**config.mk**
```make
export PLATFORM = sky130hd
export DESIGN_NAME = spi_ram_arbiter
export DESIGN_NICKNAME = d
export VERILOG_FILES = /design/src/rtl/spi_ram_arbiter.sv
export SDC_FILE = /design/constraint.sdc
export NUM_CORES = 1
export LEC_CHECK = 0
export CAP_MARGIN = 0
export CORE_ASPECT_RATIO = 2
export CORE_MARGIN = 3
export CORE_UTILIZATION = 48
export CTS_BUF_LIST = sky130_fd_sc_hd__clkbuf_8
export DETAILED_ROUTE_END_ITERATION = 8
export GPL_ROUTABILITY_DRIVEN = 0
export GPL_TIMING_DRIVEN = 0
export HOLD_SLACK_MARGIN = 0.08
export MAX_ROUTING_LAYER = met4
export PLACE_DENSITY = 0.82
export REMOVE_ABC_BUFFERS = 1
export SYNTH_ARGS = -nofsm -noshare
export SYNTH_HDL_FRONTEND = slang
export SYNTH_SLANG_ARGS = --single-unit
```
**constraint.sdc**
```tcl
create_clock -name clk -period 2 [get_ports clk]
set_clock_uncertainty 0.05 [all_clocks]
set_input_delay 0.4 -clock clk [delete_from_list [all_inputs] [get_ports clk]]
set_output_delay 0.4 -clock clk [all_outputs]
set_load 0.005 [all_outputs]
```
**src/rtl/spi_ram_arbiter.sv**
```systemverilog
// spi_ram_arbiter
//   Round-robin arbiter and SPI mode-0 frame sequencer for the shared external SPI RAM.
//   Port 0 is the CPU core, port 1 the test/debug loader. Each grant runs one 32-bit frame:
//   {cmd, addr[15:8], addr[7:0], data}, MSB first, cmd 0x03 = read, 0x02 = write.
//
// Ports
//   clk, rst                      system clock, asynchronous active-high reset
//   req/we/addr/wdata 0 and 1     request: held with stable fields until the matching ack
//   ack0, ack1                    one-cycle completion pulse for the granted port
//   rdata                         data from the most recent completed read (either port)
//   grant                         port owning the current or last transaction
//   busy                          high from the first frame cycle through DONE
//   spi_cs_n, spi_sck, spi_mosi   SPI outputs to the RAM (this block is the only driver)
//   spi_miso                      SPI input from the RAM

module spi_ram_arbiter #(
   parameter int unsigned CLK_DIV = 2
) (
   input  logic        clk,
   input  logic        rst,
   input  logic        req0,
   input  logic        we0,
   input  logic [15:0] addr0,
   input  logic [7:0]  wdata0,
   output logic        ack0,
   input  logic        req1,
   input  logic        we1,
   input  logic [15:0] addr1,
   input  logic [7:0]  wdata1,
   output logic        ack1,
   output logic [7:0]  rdata,
   output logic        grant,
   output logic        busy,
   output logic        spi_cs_n,
   output logic        spi_sck,
   output logic        spi_mosi,
   input  logic        spi_miso
);

   localparam int unsigned DivW = (CLK_DIV > 1) ? $clog2(CLK_DIV) : 1;
   localparam logic [DivW-1:0] DivLast = DivW'(CLK_DIV - 1);

   typedef enum logic [2:0] {
      StIdle,
      StSetup,
      StShift,
      StHold,
      StDone
   } state_e;

   state_e          state_q, state_d;
   logic [DivW-1:0] div_q, div_d;
   logic [5:0]      half_q, half_d;
   logic            sck_q, sck_d;
   logic [31:0]     frame_q, frame_d;
   logic [7:0]      miso_q, miso_d;
   logic [7:0]      rdata_q, rdata_d;
   logic            we_q, we_d;
   logic            grant_q, grant_d;
   logic            last_q, last_d;

   logic            div_end;
   logic            win;
   logic            sel_we;
   logic [15:0]     sel_addr;
   logic [7:0]      sel_wdata;

   assign div_end   = (div_q == DivLast);
   // Both requesting: the port that did not win last time. Otherwise whichever is requesting.
   assign win       = (req0 && req1) ? ~last_q : req1;
   assign sel_we    = win ? we1 : we0;
   assign sel_addr  = win ? addr1 : addr0;
   assign sel_wdata = win ? wdata1 : wdata0;

   always_ff @(posedge clk or posedge rst) begin
      if (rst) begin
         state_q <= StIdle;
         div_q   <= '0;
         half_q  <= '0;
         sck_q   <= 1'b0;
         frame_q <= '0;
         miso_q  <= '0;
         rdata_q <= '0;
         we_q    <= 1'b0;
         grant_q <= 1'b0;
         last_q  <= 1'b1;
      end else begin
         state_q <= state_d;
         div_q   <= div_d;
         half_q  <= half_d;
         sck_q   <= sck_d;
         frame_q <= frame_d;
         miso_q  <= miso_d;
         rdata_q <= rdata_d;
         we_q    <= we_d;
         grant_q <= grant_d;
         last_q  <= last_d;
      end
   end

   always_comb begin
      state_d = state_q;
      div_d   = div_q;
      half_d  = half_q;
      sck_d   = sck_q;
      frame_d = frame_q;
      miso_d  = miso_q;
      rdata_d = rdata_q;
      we_d    = we_q;
      grant_d = grant_q;
      last_d  = last_q;

      unique case (state_q)
         StIdle: begin
            if (req0 || req1) begin
               grant_d = win;
               last_d  = win;
               we_d    = sel_we;
               frame_d = {sel_we ? 8'h02 : 8'h03, sel_addr, sel_we ? sel_wdata : 8'h00};
               div_d   = '0;
               state_d = StSetup;
            end
         end

         StSetup: begin
            if (div_end) begin
               // First half-period starts with SCK high: that is the first rising edge.
               div_d   = '0;
               half_d  = '0;
               sck_d   = 1'b1;
               miso_d  = {miso_q[6:0], spi_miso};
               state_d = StShift;
            end else begin
               div_d = div_q + DivW'(1);
            end
         end

         StShift: begin
            if (div_end) begin
               div_d = '0;
               if (half_q == 6'd63) begin
                  // Half-period 63 is the low phase after the 32nd falling edge.
                  sck_d   = 1'b0;
                  state_d = StHold;
               end else begin
                  half_d = half_q + 6'd1;
                  sck_d  = ~sck_q;
                  if (sck_q) begin
                     frame_d = {frame_q[30:0], 1'b0};
                  end else begin
                     miso_d = {miso_q[6:0], spi_miso};
                  end
               end
            end else begin
               div_d = div_q + DivW'(1);
            end
         end

         StHold: begin
            if (div_end) begin
               div_d = '0;
               // Loaded as DONE is entered so rdata is already valid alongside the ack pulse.
               if (!we_q) begin
                  rdata_d = miso_q;
               end
               state_d = StDone;
            end else begin
               div_d = div_q + DivW'(1);
            end
         end

         StDone: begin
            state_d = StIdle;
         end

         default: begin
            state_d = StIdle;
         end
      endcase
   end

   assign spi_cs_n = (state_q == StIdle) || (state_q == StDone);
   assign spi_sck  = sck_q;
   assign spi_mosi = ((state_q == StSetup) || (state_q == StShift)) ? frame_q[31] : 1'b0;
   assign ack0     = (state_q == StDone) && !grant_q;
   assign ack1     = (state_q == StDone) && grant_q;
   assign rdata    = rdata_q;
   assign grant    = grant_q;
   assign busy     = (state_q != StIdle);

endmodule

```
==> run summary, run 1 <==
The first global-routing pass estimated 12300 um of wire. The category of the worst setup path capture point is a flop. The routed wire length is just over 8000 um.

The worst setup path is launched from a flop. The xor and xnor fraction of the mapped netlist area is 0.00538. Buffers inserted to repair hold after CTS numbered 0. Data on the critical path is required at its endpoint by 2190 ps. The biggest cell delay along the critical path came out at 470 ps.

The cell area power density came out at 1560 nW/um^2. The CTS clock-pin slew for the worst setup and hold paths is 80 ps. The number of maximum-capacitance constraint violations is 0. The floorplan core area is 6460 um^2.

The data arrival time at the worst-slack endpoint came out at between 2000 and 2500 ps. The startpoint identified for the worst register-to-register timing path is state_q[2]. The diode insertion count for antenna repair is 0. Counting every instance in the synthesized netlist gives around 310. The simple-gate share of the synthesized area is 0.166. The post-layout instance area is 4650 um^2. The library cell contributing the largest single delay on the critical path is sky130_fd_sc_hd__dfrtp_2. In this run, synthesis inferred 0 flip-flops with an integrated enable.

In the global route stage, overall resource usage came out at 0.207. The number of rows in the core area is 41. The worst relative slew slack is 0.491. The checks that failed: setup timing. The minimum setup slack among reg-to-reg paths is -10 ps. The critical path goes through buf_4, or3b_4, buf_12, mux2_2, mux2_4. The final cell count without fillers came out at between 400 and 500.

The initial core utilization came out at 0.503. The die is 64.2 um wide. The growth of design area from synthesis to finish came out at 42.9%. The sequential-to-total area share from yosys stat is 0.477.

The maximum count of clock buffers along a single path came out at 2. The final setup violation count is 8. The endpoint identified for the worst register-to-register timing path is frame_q[24]. The initial antenna violation count is 0. The DRC violation total after the first TritonRoute iteration came out at 125. The portion of netlist area occupied by mux cells is 0.203. The final hold violation count is 0. The critical path depth in cells came out at 5.

Synthesis inferred 62 register bits. For this run the aggregate overflow at the end of global routing stands at 0. The final layout contains 464 nets.

The largest fanout on the critical path came out at 44. The primary flip-flop cell chosen by synthesis mapping is sky130_fd_sc_hd__dfrtp_1. The number of slew-limit violations in the final report is 0. The maximum level of the CTS H-tree is 3.

The port buffer count came out at 69. The die is approximately 120 um tall. Grouping stages by cell kind, the critical path spends the most delay in multiplexers.

The routed layout has 2719 vias. The I/O pin total is 70. The average instance area after synthesis is 10.5 um^2.

The top cell type's share of synthesized area is 0.469. Derived from the worst setup path, the maximum achievable clock frequency is 0.497 GHz. The total standard cell area after synthesis came out at 3250 um^2.

During synthesis, Yosys emitted a total of 0 warnings. The critical path ends at frame_q[24]. In the synthesized netlist the async set-or-reset flop fraction comes to 1.00. The share of layout cells above drive strength 1 is 0.295. TritonCTS built the clock tree. The pin count of the biggest net entering global routing came out at between 40 and 50. The adder-cell share of the synthesized area came out at 0.00384. The clock insertion delay at the later pin of the skew report is ~350 ps. The number of buffers and inverters on the critical path came out at 2. The floorplan die area came out at 7860 um^2. For this run, the share of the core covered by cells in the final layout is 0.720.

The detailed-route vias per instance is 5.45. Sorting the synthesized cells by area gives the leading types as sky130_fd_sc_hd__dfrtp_1 47%, sky130_fd_sc_hd__mux2_4 12%, sky130_fd_sc_hd__mux2_2 6.6%. The number of filler instances in the final layout is 465. The maximum ir drop on the vdd rail is 819 uV. The detailed-routing iteration count for the pre-antenna-repair pass came out at 6.

The flow ran to the end, but the final reports show violations. The compound-cell area share of the yosys netlist is 0.0980. The worst slack after detailed placement came out at -862 ps. The count of different cell masters after synthesis is slightly above 40. The worst min-delay path class is in -> async. The post-detailed-placement cell area is 4050 um^2.

The detail-routed net length per standard cell came out at 16.4 um. Tracing the worst setup path back leads to its startpoint at state_q[2]. The share of the clock period used by the worst path after layout came out at 1.01. The number of global-route vias before repair came to 2683. For this design the static power due to leakage is about 2.1 nW. The number of cells after detailed placement is 451. The clock net in this run drives a total of between 60 and 70 sinks. After detailed routing, the number of remaining DRC violations is 0. The worst setup path is of the reg -> reg kind.

After synthesis, the largest family of logic cells by area is multiplexers. The biggest area contributor in the post-synthesis netlist is sky130_fd_sc_hd__dfrtp_1. At the pin with the least slew margin, the transition time is 753 ps.

The library cell used as clock root buffer is sky130_fd_sc_hd__clkbuf_8. The worst hold slack after final layout came out at about 320 ps. Setup repair after global routing could not meet its margin everywhere.

The final critical path time including I/O delays and setup is roughly 2000 ps. Once routing completed, OpenROAD measured the worst setup slack at -13.4 ps. The count of nets left with antenna violations once routing finished came out at 0. The number of cells on the worst reg-to-reg path came out at 5. The detailed placer's ending HPWL came out at 4990 um. TritonCTS created 9 clock buffers.
-- metrics by stage --
step / setup TNS [ps] / power [mW]
2_1_floorplan: -31050 / 4.19
3_5_place_dp: -26720 / 5.18
4_1_cts: -18.3 / 6.65
5_1_grt: -2030 / 7.67
3_3_place_gp: -116870 / 4.89
6_report: -53.2 / 7.25
-- final cells by class --
class | count | area (um^2) | area share
clock inverters | 7 | 80.1 | 0.0172
clock buffers | 9 | 124 | 0.0266
well taps | 86 | 108 | 0.0231
repair buffers | 105 | 1100 | 0.236
multi-input cells | 220 | 1650 | 0.355
flip-flops and latches | 62 | 1560 | 0.335
inverters | 10 | 37.5 | 0.00807
-- Yosys cell counts, drive strengths merged, types with 7 or more instances --
cell,count
o21ai,12
inv,10
mux2i,7
dfrtp,61
nor2,32
mux2,44
buf,9
a31oi,24
nand3,16
nand2,46
clkbuf,11
-- metal layers --
metal | track usage | share of wire | up-vias
li1 | - | - | 1282
met3 | 0.0357 | 0.042 | 27
met1 | 0.223 | 0.36 | 1318
met5 | - | 0 | -
met2 | 0.358 | 0.56 | 92
met4 | 0.106 | 0.032 | 0
-- state kept, by name (all words and copies together) (netlist names) --
name	cells
div_end	1
frame_q	32
grant	1
half_q	6
last_q	1
miso_q	8
rdata	8
spi_sck	1
state_q	3
we_q	1
-- power by group --
part           switching, mW  internal (mW)  leakage, nW  total, mW
clock network          0.549          0.587       0.0964       1.14
registers              0.407           1.82        0.763       2.23
logic                   1.57           2.32         1.20       3.89
total                   2.53           4.73         2.06       7.25
-- worst min-delay path by stage --
stage | startpoint | endpoint | slack, ps | depth (start not counted)
global route | rst | rdata[0] | 360 | 2
floorplan | we_q | we_q | 400 | 2
global placement | we_q | we_q | 420 | 2
CTS | rst | rdata[0] | 330 | 2
detailed placement | we_q | we_q | 420 | 2
finish | rst | frame_q[12] | 320 | 2
-- what timing repair did --
action,in CTS,in global routing
gates cloned,0,3
setup endpoints to repair,53,49
pin swaps,4,3
resized for setup,25,16
buffers inserted,15,14
-- logic make-up (layout without fill, tap and decap cells) --
logic type | count (synthesis) | in the layout
AND/OR/NAND/NOR | 115 | 115
flip-flops | 62 | 62
multiplexers | 51 | 51
AO/OA/AOI/OAI | 50 | 51
buffers and inverters | 30 | 131
XOR/XNOR | 2 | 2
adder cells (fa/ha/maj) | 1 | 1
-- cell usage in the layout, fill, tap and decap left out, drive strengths merged, types with 4 or more instances in the layout --
master,count
nand2,46
a31oi,24
inv,12
a21oi,4
mux2,44
clkbuf,11
o31ai,4
dfrtp,61
buf,35
mux2i,7
nand3,16
clkdlybuf4s50,64
o21ai,13
nor2,32
Note: power is estimated with default switching activity, not from simulation.
==> run 2: changes to the inputs <==
--- a/config.mk
+++ b/config.mk
@@ -16,6 +16,7 @@
 export HOLD_SLACK_MARGIN = 0.08
 export MAX_ROUTING_LAYER = met4
 export PLACE_DENSITY = 0.82
+export RECOVER_POWER = 100
 export REMOVE_ABC_BUFFERS = 1
 export SYNTH_ARGS = -nofsm -noshare
 export SYNTH_HDL_FRONTEND = slang
==> run 2 against run 1 <==
The run still ends with setup timing left. Hold slack better by 140 ps. Combinational power hardly changed. Via count about the same. Sequential power about the same. Cell count unchanged. Routed wire length barely moved. Largest cell class unchanged. Highest routed layer unchanged.
==> run summary, run 2 (synthesized netlist as in run 1, its figures left out) <==
The floorplan core area is 6460 um^2 (unchanged). The standby leakage power is 2.06 nW (about the same). The clock tree from TritonCTS is built. The maximum count of clock buffers along a single path is 2 (unchanged).

STA classifies the critical path endpoint as a flop. The cell area power density came out at 1560 nW/um^2 (about the same). The area of combinational cells with multiple inputs is 1650 um^2 (unchanged). The post-layout utilization of the core is 0.720 (unchanged). The number of cells after detailed placement is 451 (unchanged).

The number of rows in the core area came out at 41 (unchanged). The library cell used most frequently in the layout, excluding fill and tap cells, is sky130_fd_sc_hd__clkdlybuf4s50_1. The port buffer count came out at 69 (unchanged).

The number of slew-limit violations in the final report is 0 (unchanged). The final critical path time including I/O delays and setup came to 2010 ps (-1.59 ps). The diode insertion count for antenna repair came out at 0 (unchanged). The maximum ir drop on the vdd rail came out at 815 uV (-0.56%).

The required time of the critical path came out at 2190 ps (about the same). The sequential standard cell area came out at 1560 um^2 (unchanged). The post-route worst setup slack is -11.8 ps (+1.59 ps). Walking the worst path, the cells encountered are buf_4, or3b_4, buf_12, mux2_2, mux2_4.

The die extent in x is 64.2 um (unchanged). The pin count of the biggest net entering global routing came to 45 (unchanged). The final net count came to 464 (unchanged). The post-detailed-route count of antenna-violating nets was 0 (unchanged). The share of the clock period used by the worst path after layout is 1.01 (about the same). The number of hold buffers added after CTS is 0 (unchanged). The worst relative slew slack came to 0.446 (-0.0453). The routed wire length came out at 8180 um (about the same). The largest fanout on the critical path came out at 44 (unchanged).

The detailed-routing iteration count for the pre-antenna-repair pass came out at 5 (-1). The element type at the critical path start is a flop. The DRC violation total after the first TritonRoute iteration came out at 125 (unchanged). The total congestion overflow is 0 (unchanged). The floorplan die area is 7860 um^2 (unchanged).

The clock insertion delay at the later pin of the skew report was 350 ps (about the same). The final cell count without fillers came out at 499 (unchanged). The slew of the pin with the lowest slew margin came to 830 ps (+77.3 ps). Setup repair after global routing could not meet its margin everywhere. The maximum achievable frequency came out at 0.497 GHz (about the same). The maximum level of the CTS H-tree came out at 3 (unchanged). The I/O pin total came out at 70 (unchanged). The final setup violation count came out at 8 (unchanged). The tightest min-delay check is of the reg -> reg type.

The CTS buffer count was 9 (unchanged). Broken down by cell family, the worst path's largest delay share belongs to multiplexers. The via total after detailed routing is 2721 (+0.074%). The initial core utilization is 0.503 (unchanged). The CTS clock-pin slew for the worst setup and hold paths is 80 ps (about the same). The all-layer global routing usage was 0.207 (unchanged).

The number of global-route vias before repair is 2683 (unchanged). The growth of design area from synthesis to finish came to 42.9% (unchanged). The flip-flop count of the largest register after layout is 32 (unchanged).

The critical path class is reg -> reg. The final-layout setup total negative slack is -48.4 ps (+4.75 ps). The final hold violation count is 0 (unchanged).

The detail-routed net length per standard cell came out at 16.4 um (about the same). In the layout the commonest cells are 62 x sky130_fd_sc_hd__clkdlybuf4s50_1, 58 x sky130_fd_sc_hd__dfrtp_1, 45 x sky130_fd_sc_hd__nand2_1. The number of filler instances in the final layout is 465 (unchanged). The first-pass GRT wire length is 12300 um (unchanged). The initial antenna violation count is 0 (unchanged). The final reports fail on setup timing.

The total number of clock tree sinks came to 62 (unchanged). The share of layout cells above drive strength 1 came out at 0.293 (-0.00242). The count of unresolved DRC violations after routing came to 0 (unchanged).

The number of maximum-capacitance constraint violations came out at 0 (unchanged). The detailed placer's ending HPWL came out at 4990 um (unchanged). The overall die height was 122 um (unchanged). The number of buffers and inverters on the critical path came to 2 (unchanged).

The detailed-route vias per instance is 5.45 (about the same). The register name with the most flops is frame_q. The library cell contributing the largest single delay on the critical path is sky130_fd_sc_hd__dfrtp_2. The library cell used as clock root buffer is sky130_fd_sc_hd__clkbuf_8. The biggest cell delay along the critical path came out at 470 ps (about the same). The data arrival time at the worst-slack endpoint is 2200 ps (about the same).

The run finished, with violations left.
run 2: cell count changes in the layout (fill, tap and decap cells not counted):
cell                              previous run  this run
sky130_fd_sc_hd__dlygate4sd3_1               0         2
sky130_fd_sc_hd__clkdlybuf4s50_1            64        62
sky130_fd_sc_hd__inv_1                       9        10
sky130_fd_sc_hd__inv_2                       1         0
run 2: final cells by class:
type	count	share of cell area
Clock buffer	9	0.0266
Tap cell	86	0.0231
Sequential cell	62	0.335
Timing Repair Buffer	105	0.236
Multi-Input combinational cell	220	0.355
Inverter	10	0.00807
Clock inverter	7	0.0172
run 2: worst paths after layout:
path | to | slack [ps] | cells after the start | startpoint
hold / removal | rdata[3] | 460 | 1 | rdata[3]
max in group asynchronous | last_q | 540 | 3 | rst
min in group asynchronous | frame_q[12] | 600 | 2 | rst
setup reg to reg | frame_q[24] | -10 | 5 | state_q[2]
hold reg to reg | rdata[3] | 460 | 1 | rdata[3]
setup / recovery | frame_q[24] | -10 | 5 | state_q[2]
run 2: routing by layer:
layer / wire [um] / vias to the layer above / share of wire / track usage
met5: 0 / - / 0 / -
met1: 2980 / 1322 / 0.36 / 0.223
met4: 238 / 0 / 0.029 / 0.106
li1: - / 1283 / - / -
met3: 357 / 28 / 0.044 / 0.0357
met2: 4610 / 88 / 0.56 / 0.358
run 2: stage by stage:
stage          area (um^2)  total power [mW]  worst slack [ps]  hold slack, ps
2_1_floorplan         3140              4.19             -1040             400
3_3_place_gp          3940              4.89             -1730             421
3_5_place_dp          4050              5.18              -862             424
4_1_cts               4430              6.65             -18.3             334
5_1_grt               4650              7.67             -90.9             482
6_report              4650              7.25             -11.8             459
run 2: timing repair:
action,in CTS,in global routing
gates cloned,0,3
buffers inserted,15,14
resized for setup,25,16
endpoints found under the setup margin,53,49
pin swaps,4,3
run 2: power by group:
group          leakage [nW]  internal, mW  switching [mW]
combinational          1.20          2.32            1.57
clock                0.0964         0.587           0.548
sequential            0.763          1.82           0.407
total                  2.06          4.73            2.52
==> run 3: changes to the inputs <==
--- a/config.mk
+++ b/config.mk
@@ -12,7 +12,6 @@
 export CTS_BUF_LIST = sky130_fd_sc_hd__clkbuf_8
 export DETAILED_ROUTE_END_ITERATION = 8
 export GPL_ROUTABILITY_DRIVEN = 0
-export GPL_TIMING_DRIVEN = 0
 export HOLD_SLACK_MARGIN = 0.08
 export MAX_ROUTING_LAYER = met4
 export PLACE_DENSITY = 0.82
==> run 3 against run 2 <==
The flow still finishes with violations (setup timing). Register-to-register slack got worse by 20 ps. Sequential share of layout area decreased by 0.13 points. Global-route usage increased by 1.7 points. Cell area increased by 0.22%. Hold slack got worse by 3.5 ps. Core utilization increased by 0.15 points. Die area unchanged. Routed wire length increased by 3.0%. Critical path depth increased by 3. Highest routed layer unchanged.
==> run summary, run 3 (synthesized netlist as in run 1, its figures left out) <==
The CTS clock-pin slew for the worst setup and hold paths came out at 80 ps (about the same). The CTS buffer count is 9 (unchanged). The most frequent cell on the critical path is sky130_fd_sc_hd__buf_6. The post-route worst setup slack is -35.9 ps (-24.1 ps). The worst register-to-register path begins at state_q[1].

The flow ran to the end, but the final reports show violations. The maximum level of the CTS H-tree came out at 3 (unchanged). The growth of design area from synthesis to finish came out at 43.3%. The standby leakage power is 2.09 nW (+1.6%).

The share of layout cells above drive strength 1 came to 0.291 (-0.00151). Traced cell by cell, the critical path runs through buf_6, nor3_4, buf_6, o21ai_4, a22oi_2, buf_6, clkbuf_16, mux2_4. The final reports fail on setup timing.

The DRC violation total after the first TritonRoute iteration is 151 (+21%). The detail-routed net length per standard cell was 16.6 um (+1.2%). The total number of clock tree sinks came to 62 (unchanged). The final critical path time including I/O delays and setup is 2040 ps (+24.1 ps). The biggest cell delay along the critical path came to 420 ps (-50 ps). The worst setup path is captured at a flop.

The data arrival time at the worst-slack endpoint was 2230 ps (+30 ps). The worst register-to-register path ends at frame_q[18]. The via total after detailed routing came out at 2775 (+2.0%).

The number of hold buffers added after CTS came out at 0 (unchanged). The all-layer global routing usage came out at 0.224 (+0.0172). The end of the critical path is frame_q[18].

The number of slew-limit violations in the final report was 0 (unchanged). The final cell count without fillers is 508 (+1.8%). The initial core utilization is 0.503 (unchanged). The critical path class is reg -> reg. In the layout the commonest cells are 64 x sky130_fd_sc_hd__clkdlybuf4s50_1, 60 x sky130_fd_sc_hd__dfrtp_1, 45 x sky130_fd_sc_hd__nand2_1.

The detailed-route vias per instance is 5.46 (+0.18%). The required time of the critical path is 2190 ps (about the same). The final setup violation count is 27 (+19). CTS placed an instance of sky130_fd_sc_hd__clkbuf_8 at the clock tree root. The number of rows in the core area came to 41 (unchanged).

The final net count came to 473 (+1.9%). The number of filler instances in the final layout came out at 468 (+0.65%). The detailed-routing iteration count for the pre-antenna-repair pass came out at 4 (-1).

The routed wire length came out at 8430 um (+3.0%). The share of the clock period used by the worst path after layout came out at 1.02 (+0.0120). The overall die height came out at 122 um (unchanged). The I/O pin total came to 70 (unchanged). The maximum ir drop on the vdd rail came out at 792 uV (-2.8%). The detailed placer's ending HPWL came out at 5260 um (+5.4%). The diode insertion count for antenna repair is 0 (unchanged). The register name with the most flops is frame_q. The cell area power density came out at 1570 nW/um^2 (+1.0%). The post-detailed-route count of antenna-violating nets was 0 (unchanged). The clock insertion delay at the later pin of the skew report is 350 ps (about the same). The port buffer count is 69 (unchanged).

The element type at the critical path start is a flop. The maximum achievable frequency is 0.491 GHz (-1.2%). The critical path depth in cells came to 8 (+3). The number of cells on the worst reg-to-reg path came out at 8 (+3).

The flip-flop count of the largest register after layout is 32 (unchanged). The sequential standard cell area is 1550 um^2 (-0.16%). The number of global-route vias before repair came to 2766 (+3.1%). The count of unresolved DRC violations after routing is 0 (unchanged). The floorplan die area came out at 7860 um^2 (unchanged). The worst relative slew slack came to 0.125 (-0.321). The family of cells with the greatest summed delay on the critical path is buffers and inverters. The minimum setup slack among reg-to-reg paths came out at -40 ps (-20 ps).

The final-layout setup total negative slack came out at -589 ps (-540 ps). The largest fanout on the critical path was 7 (-84%). The first-pass GRT wire length is 12900 um (+5.6%).

In this run the worst setup path begins at state_q[1]. The initial antenna violation count is 0 (unchanged). Setup repair after global routing could not meet its margin everywhere. The die extent in x is 64.2 um (unchanged). The slew of the pin with the lowest slew margin came out at 1310 ps (+482 ps).

The total design power was 7.34 mW (+1.3%). The total congestion overflow came to 0 (unchanged). The number of cells after detailed placement is 469 (+4.0%). TritonCTS built the clock tree.

Leaving out fill and tap cells, the most frequent cell in the layout is sky130_fd_sc_hd__clkdlybuf4s50_1. The worst hold slack after final layout came out at 456 ps (-3.55 ps). The maximum count of clock buffers along a single path was 2 (unchanged). The post-layout utilization of the core is 0.721 (+0.00155). The pin count of the biggest net entering global routing came out at 63 (+40%). The number of buffers and inverters on the critical path was 4 (+2). For this design, the slowest cell found on the critical path is sky130_fd_sc_hd__dfrtp_1.

The tightest min-delay check is of the reg -> reg type. The final hold violation count came out at 0 (unchanged). The floorplan core area came to 6460 um^2 (unchanged). The number of maximum-capacitance constraint violations came to 0 (unchanged). The area of combinational cells with multiple inputs is 1590 um^2 (-3.5%).
[run 3: metal layers]
metal | up-vias | part of all wire | global-route usage
met4 | 0 | 0.028 | 0.114
met5 | - | 0 | -
met3 | 20 | 0.039 | 0.0531
met2 | 93 | 0.57 | 0.406
li1 | 1304 | - | -
met1 | 1358 | 0.36 | 0.217
[run 3: how the worst min path moves through the flow]
stage | from | cells after the start | endpoint
2_1_floorplan | we_q | 2 | we_q
3_3_place_gp | miso_q[7] | 1 | miso_q[7]
3_5_place_dp | miso_q[7] | 1 | rdata[7]
4_1_cts | rst | 3 | rdata[1]
5_1_grt | miso_q[7] | 1 | miso_q[7]
6_report | rdata[7] | 1 | rdata[7]
[run 3: per-stage QoR]
step,worst slack [ps],instance area (um^2)
2_1_floorplan,-1040,3140
3_3_place_gp,-112,4160
6_report,-35.9,4660
3_5_place_dp,-178,4160
5_1_grt,-108,4660
4_1_cts,3.53,4560
[run 3: repair_timing]
item                       CTS  global route
buffers inserted            13             7
setup endpoints to repair   34            34
gates resized for setup     17            18
pin swaps                    4             4
hold endpoints to repair     0             0
gates cloned                 2             2
[run 3: where the power goes]
part	switching (mW)	total, mW	internal [mW]
registers	0.398	2.21	1.82
logic	1.57	3.89	2.32
clock network	0.504	1.24	0.733
[run 3: layout make-up]
| class | instances | share of cell area |
|---|---|---|
| Timing Repair Buffer | 115 | 0.246 |
| Clock inverter | 6 | 0.0183 |
| Multi-Input combinational cell | 219 | 0.342 |
| Inverter | 10 | 0.00805 |
| Tap cell | 86 | 0.0231 |
| Sequential cell | 62 | 0.333 |
| Clock buffer | 10 | 0.0295 |
